===== src/rtl/md_issue_ctrl.sv =====
// rtl/md_issue_ctrl.sv - multiply/divide issue, latency countdown and D-stage stall control
// Optional MD_STALL_CNT_EN builds a saturating stall-cycle counter; otherwise stall_cnt is 0.
module md_issue_ctrl #(
  parameter int MUL_CYCLES = 5,
  parameter int DIV_CYCLES = 10
) (
  input  logic        clk,
  input  logic        reset,
  input  logic        d_md_use,
  input  logic        e_valid,
  input  logic [2:0]  e_op,
  input  logic        e_flush,
  output logic        md_start,
  output logic [2:0]  md_ctrl,
  output logic        busy,
  output logic [3:0]  remaining,
  output logic        stall,
  output logic [31:0] stall_cnt
);

  typedef enum logic {IDLE, RUN} state_t;

  state_t     state, state_nx;
  logic [3:0] count, count_nx;
  logic       ok, is_issue_op, is_move_op;

  assign ok          = e_valid && !e_flush;
  assign is_issue_op = (e_op >= 3'd1) && (e_op <= 3'd4);
  assign is_move_op  = (e_op == 3'd5) || (e_op == 3'd6);

  always_ff @(posedge clk) begin
    if (reset) begin
      state <= IDLE;
      count <= 4'd0;
    end else begin
      state <= state_nx;
      count <= count_nx;
    end
  end

  always_comb begin
    state_nx = state;
    count_nx = count;
    md_start = 1'b0;
    md_ctrl  = 3'd0;
    case (state)
      IDLE: begin
        if (ok && is_issue_op) begin
          md_start = !reset;
          md_ctrl  = e_op;
          state_nx = RUN;
          count_nx = (e_op <= 3'd2) ? 4'(MUL_CYCLES) : 4'(DIV_CYCLES);
        end
      end
      RUN: begin
        // Issue attempts here are dropped; the countdown runs to completion regardless.
        count_nx = count - 4'd1;
        if (count == 4'd1) state_nx = IDLE;
      end
      default: state_nx = IDLE;
    endcase
    if (ok && is_move_op) md_ctrl = e_op;
  end

  assign busy      = (state == RUN);
  assign remaining = count;
  assign stall     = d_md_use && (md_start || busy);

`ifdef MD_STALL_CNT_EN
  logic [31:0] cnt_q;
  always_ff @(posedge clk) begin
    if (reset) cnt_q <= 32'd0;
    else if (stall && (cnt_q != 32'hFFFF_FFFF)) cnt_q <= cnt_q + 32'd1;
  end
  assign stall_cnt = cnt_q;
`else
  assign stall_cnt = 32'd0;
`endif

endmodule


===== config.mk =====
export PLATFORM = sky130hd
export DESIGN_NAME = md_issue_ctrl
export DESIGN_NICKNAME = d
export VERILOG_FILES = /design/src/rtl/md_issue_ctrl.sv
export SDC_FILE = /design/constraint.sdc
export NUM_CORES = 1
export LEC_CHECK = 0
export ABC_AREA = 1
export CORE_AREA = 2 2 64 48
export CTS_CLUSTER_SIZE = 24
export DETAILED_ROUTE_END_ITERATION = 10
export DIE_AREA = 0 0 66 50
export GPL_TIMING_DRIVEN = 0
export PLACE_DENSITY = 0.75
export SLEW_MARGIN = 20
export SYNTH_ARGS = -nofsm -noshare
export SYNTH_HDL_FRONTEND = slang
export SYNTH_SLANG_ARGS = --single-unit

===== constraint.sdc =====
create_clock -name clk -period 1.1 [get_ports clk]
set_input_delay 0.165 -clock clk [delete_from_list [all_inputs] [get_ports clk]]
set_output_delay 0.165 -clock clk [all_outputs]
set_load 0.03 [all_outputs]

After elaboration in Yosys (flattened, before gate mapping):

Cells that the tools add are included.

* $add $sub $neg: 1
* multipliers: 0
* divide/modulo/power cells: 0
* magnitude comparators: 3
* equal/unequal tests: 4
* shift-type cells: 0
* mux-type cells: 11
* bitwise gates (word level): 1
* reduce and logical (&&, ||, !) cells: 9

Operators with widths (count)
* 3-bit two-way mux: 3
* 4-bit two-way mux: 2
* 4-bit case mux with 2 select lines: 1
* 3-bit equality test, second input constant: 2
* 1-bit logical AND: 5
* 4-bit by 1-bit equality test with 1-bit output, second input constant: 1
* 1-bit two-way mux: 4
* 4-bit by 1-bit subtractor with 4-bit output, second input constant: 1
* 3-bit by 1-bit greater-or-equal comparator with 1-bit output, second input constant: 1
* 3-bit by 2-bit less-or-equal comparator with 1-bit output, second input constant: 1
* 3-bit less-or-equal comparator, second input constant: 1
* 1-bit logical NOT: 2
* 1-bit logical OR: 2
* 2-bit != test, second input constant: 1
* 1-bit case mux with 2 select lines: 1
* 1-bit NOT: 1

* register bits: 5
* bits in latches: 0
* memory bits (writable): 0
* ROM bits: 0
* input port bits: 8
* output and inout bits: 42
* logic and storage cells: 31
* memories: 0

Longest topological paths before layout:

* depth in word-level cells: 7
* gate-level depth with buffers: 8
* gate-level depth less buffers: 8

Worst setup path after synthesis:

Ideal clock, no wire load.

* path kind: register to output
* start point: reg state (netlist: busy)
* end point: out stall
* data arrival time: 1.281 ns
* data required time: 0.935 ns
* path slack: -0.346 ns
* cell stages (with the launch flop): 5
* buffers on the path: 0
* cells stage by stage: dfxtp_1 -> inv_2 -> nand2_4 -> inv_2 -> nor2_1

* word-level cells in the longest chain between the ends: 3

RTL lines
* start: declaration: line 23 `state_t state, state_nx;`
* start signal: assignment: line 36 `state <= state_nx;`
* 1-bit two-way mux: line 46 `case (state)`
* 1-bit logical OR *: line 67 `assign stall = d_md_use && (md_start || busy);`
* 1-bit logical AND *: line 67
* end: declaration: line 17 `output logic stall,`

Mark *: on every way between the ends. The rest lies on a longest branch, timed or not.

Worst setup path after layout:

* start point: reg state (netlist: busy)
* end point: out md_ctrl[2]

* word-level cells in the longest chain between the ends: 2

RTL lines
* 3-bit two-way mux: line 46
* 3-bit two-way mux: line 62 `if (ok && is_move_op) md_ctrl = e_op;`
* end: declaration: line 14 `output logic [2:0] md_ctrl,`

Every way passes these cells.

==> results_dict.tcl <==
set metrics [dict create \
    crit_chain "nor2_4, nor2_4, nor2_2, buf_6" \
    vias_per_cell 3.378 \
    netlist_top_cells_area "buf_4 37%, dfxtp_1 15%, nand2_1 9.3%, nor2_1 7.5%, inv_1 5.2%" \
    p_per_area_mw_per_mm2 960.6 \
    slew_violations 0 \
    setup_slack_ps -72.02 \
    path_clk_slew_ps 40 \
    worstPathRequired_ps 940 \
    cts_buffers 3 \
    htree_levels 1 \
    crit_slowest_cell "dfxtp_4" \
    finalClockSkew_ps 3.375 \
    crit_buf_inv 1 \
    grt_overflow_total 0 \
    timing.final.crit_share 1.065 \
    track_usage 0.08195 \
    grt_antenna_before_repair 0 \
    post-route-min-period_ps 1172 \
    crit_family "flip-flops" \
    grt_pass1_vias 501 \
    worst_ir_drop_vdd_mv 0.3019 \
    drive_gt1_frac 0.5500 \
    core_area_mm2 0.002683 \
    ys_top_cells_by_count "32 x buf_4, 16 x nand2_1, 13 x nor2_1" \
    first_pass_iters 4 \
    core.rowCount 16 \
    worstHoldPathType "input pin to register" \
    ant_nets 0 \
    clk_latency_ps 230 \
    crit_fanout 6 \
    fill_cells 282 \
    synth_edf_count 0 \
    rsz0062_at_grt "true" \
    syn_avg_cell_area_um2 6.547 \
    die_w_um 66 \
    yosysUniqueCellTypes 17 \
    p_leak_nw 0.6460 \
    timing.fmax_mhz 853.2 \
    synth_top_area_frac 0.3707 \
    finalSetupViolCount 5 \
    area.growth.synth_to_final_pct 80.89 \
    drcViolationCount 0 \
    floorplan.io_pins 50 \
    fin_tns_setup_ps -319.4 \
    syn_inst 99 \
    antennaDiodeCount 0 \
    gp_congestion 0.8320 \
    ys_ff_latch 5 \
    violations "negative setup slack" \
    die_area_mm2 0.003300 \
    wl_per_cell_um 7.189 \
    timing.final.hold_violations 0 \
    drt_iter0_markers 17 \
    critPathMaxStageDelay_ps 380 \
    yosys.cell_count.top_type "buf_4" \
    via_count 662 \
    cts_tree "done" \
    yosys_warnings 0 \
    synthArstFlopShare 0 \
    status "finished, violations left" \
    die_y_um 50 \
    hpwlAfterDp_um 1126 \
    cts.sinks 5 \
    wirelength_um 1409 \
    start_kind "register" \
    cap_violations 0 \
    ys_seq_area_frac 0.1544 \
    synth_area_um2 648.1 \
    critPathKind "register to primary output" \
    cts_buffer_depth 2 \
    cts.root.buffer_cell "clkbuf_8" \
    initial_core_util 0.2416 \
    grt_max_degree 8 \
    yosysTopAreaCell "buf_4" \
    end_kind "primary output" \
    ys.flop_type "dfxtp_1" \
    holdWs_ps 308.7 \
    arrival_ps 1010 \
    path_common_cell "nor2_4" \
    portBuffers 17 \
    cts.hold.buffers_added 0 \
    nNetsFinal 171 \
    grt_pass1_wl_um 1987 \
]
-- cells in the final DEF, fill, tap and decap left out, types with 2 or more instances in the layout --
| cell | n |
|---|---|
| buf_4 | 42 |
| conb_1 | 32 |
| nand2_1 | 14 |
| nor2_1 | 7 |
| buf_6 | 7 |
| nand3_1 | 6 |
| nor2_2 | 5 |
| inv_2 | 4 |
| nor2_4 | 4 |
| inv_1 | 4 |
| buf_2 | 4 |
| o21ai_0 | 3 |
| dfxtp_4 | 3 |
| clkbuf_8 | 3 |
| inv_4 | 2 |
| nand2_2 | 2 |
| clkdlybuf4s15_2 | 2 |
| dfxtp_1 | 2 |
-- final timing paths --
check	from	end	slack [ps]	depth (start not counted)
hold reg to reg	remaining[0]	remaining[0]	520	2
setup reg to reg	remaining[0]	remaining[2]	50	8
setup / recovery	busy	md_ctrl[2]	-70	4
hold / removal	reset	remaining[2]	310	2
-- stage by stage --
step / cells / util / total power, mW / worst slack, ps / cell area (µm²)
after global routing: 196 / 0.4370 / 1.180 / -100.2 / 1172
after global placement: 183 / 0.3806 / 0.7198 / -1040 / 1021
after floorplan: 130 / - / 0.6248 / -18.51 / 805.8
after detailed placement: 183 / 0.3806 / 0.7238 / -1058 / 1021
final: 196 / 0.4370 / 1.126 / -72.02 / 1172
after CTS: 194 / 0.4263 / 1.109 / -92.64 / 1144
-- flip-flops by register name, indices dropped and copies added, names as in the netlist --
signal and count:
remaining 4, busy 1
-- cell type report --
class | count | area [µm²] | share of cell area
Buffer | 32 | 240.2 | 0.2049
Clock buffer | 4 | 45.04 | 0.03842
Inverter | 11 | 51.30 | 0.04376
Multi-Input combinational cell | 82 | 459.2 | 0.3917
Sequential cell | 5 | 111.4 | 0.09498
Tap cell | 36 | 45.04 | 0.03842
Timing Repair Buffer | 26 | 220.2 | 0.1878
-- timing repair --
item                                    4_1_cts  5_1_grt
pin swaps                                     9        8
buffers inserted                              7        2
endpoints found under the setup margin       15        8
resized for setup                            92        6
-- power by group --
group	leakage [nW]	total [mW]	internal, mW	switching (mW)
combinational	0.580	0.557	0.220	0.336
clock	0.0228	0.349	0.250	0.0992
sequential	0.0432	0.221	0.198	0.0231
-- routing by layer --
layer	part of all wire	global-route usage	wire length, µm	up-vias
met5	0	0	0	-
met4	0.038	0.08163	53	0
met3	0.047	0.01370	66	5
met2	0.52	0.1431	731	21
met1	0.40	0.07956	557	272
li1	-	-	-	364
-- logic make-up (layout without fill, tap and decap cells) --
kind of cell | after synthesis | count (layout) | share of synthesized area
adders and majority gates | 2 | 2 | 0.03860
other | 1 | 32 | 0.005786
xor gates and xnor gates | 1 | 1 | 0.01352
and+or+nand+nor | 41 | 41 | 0.2954
buffers and inverters | 43 | 73 | 0.4344
AOI/OAI and AO/OA | 6 | 6 | 0.05792
DFF | 5 | 5 | 0.1544
(Power assumes the default switching activity.)
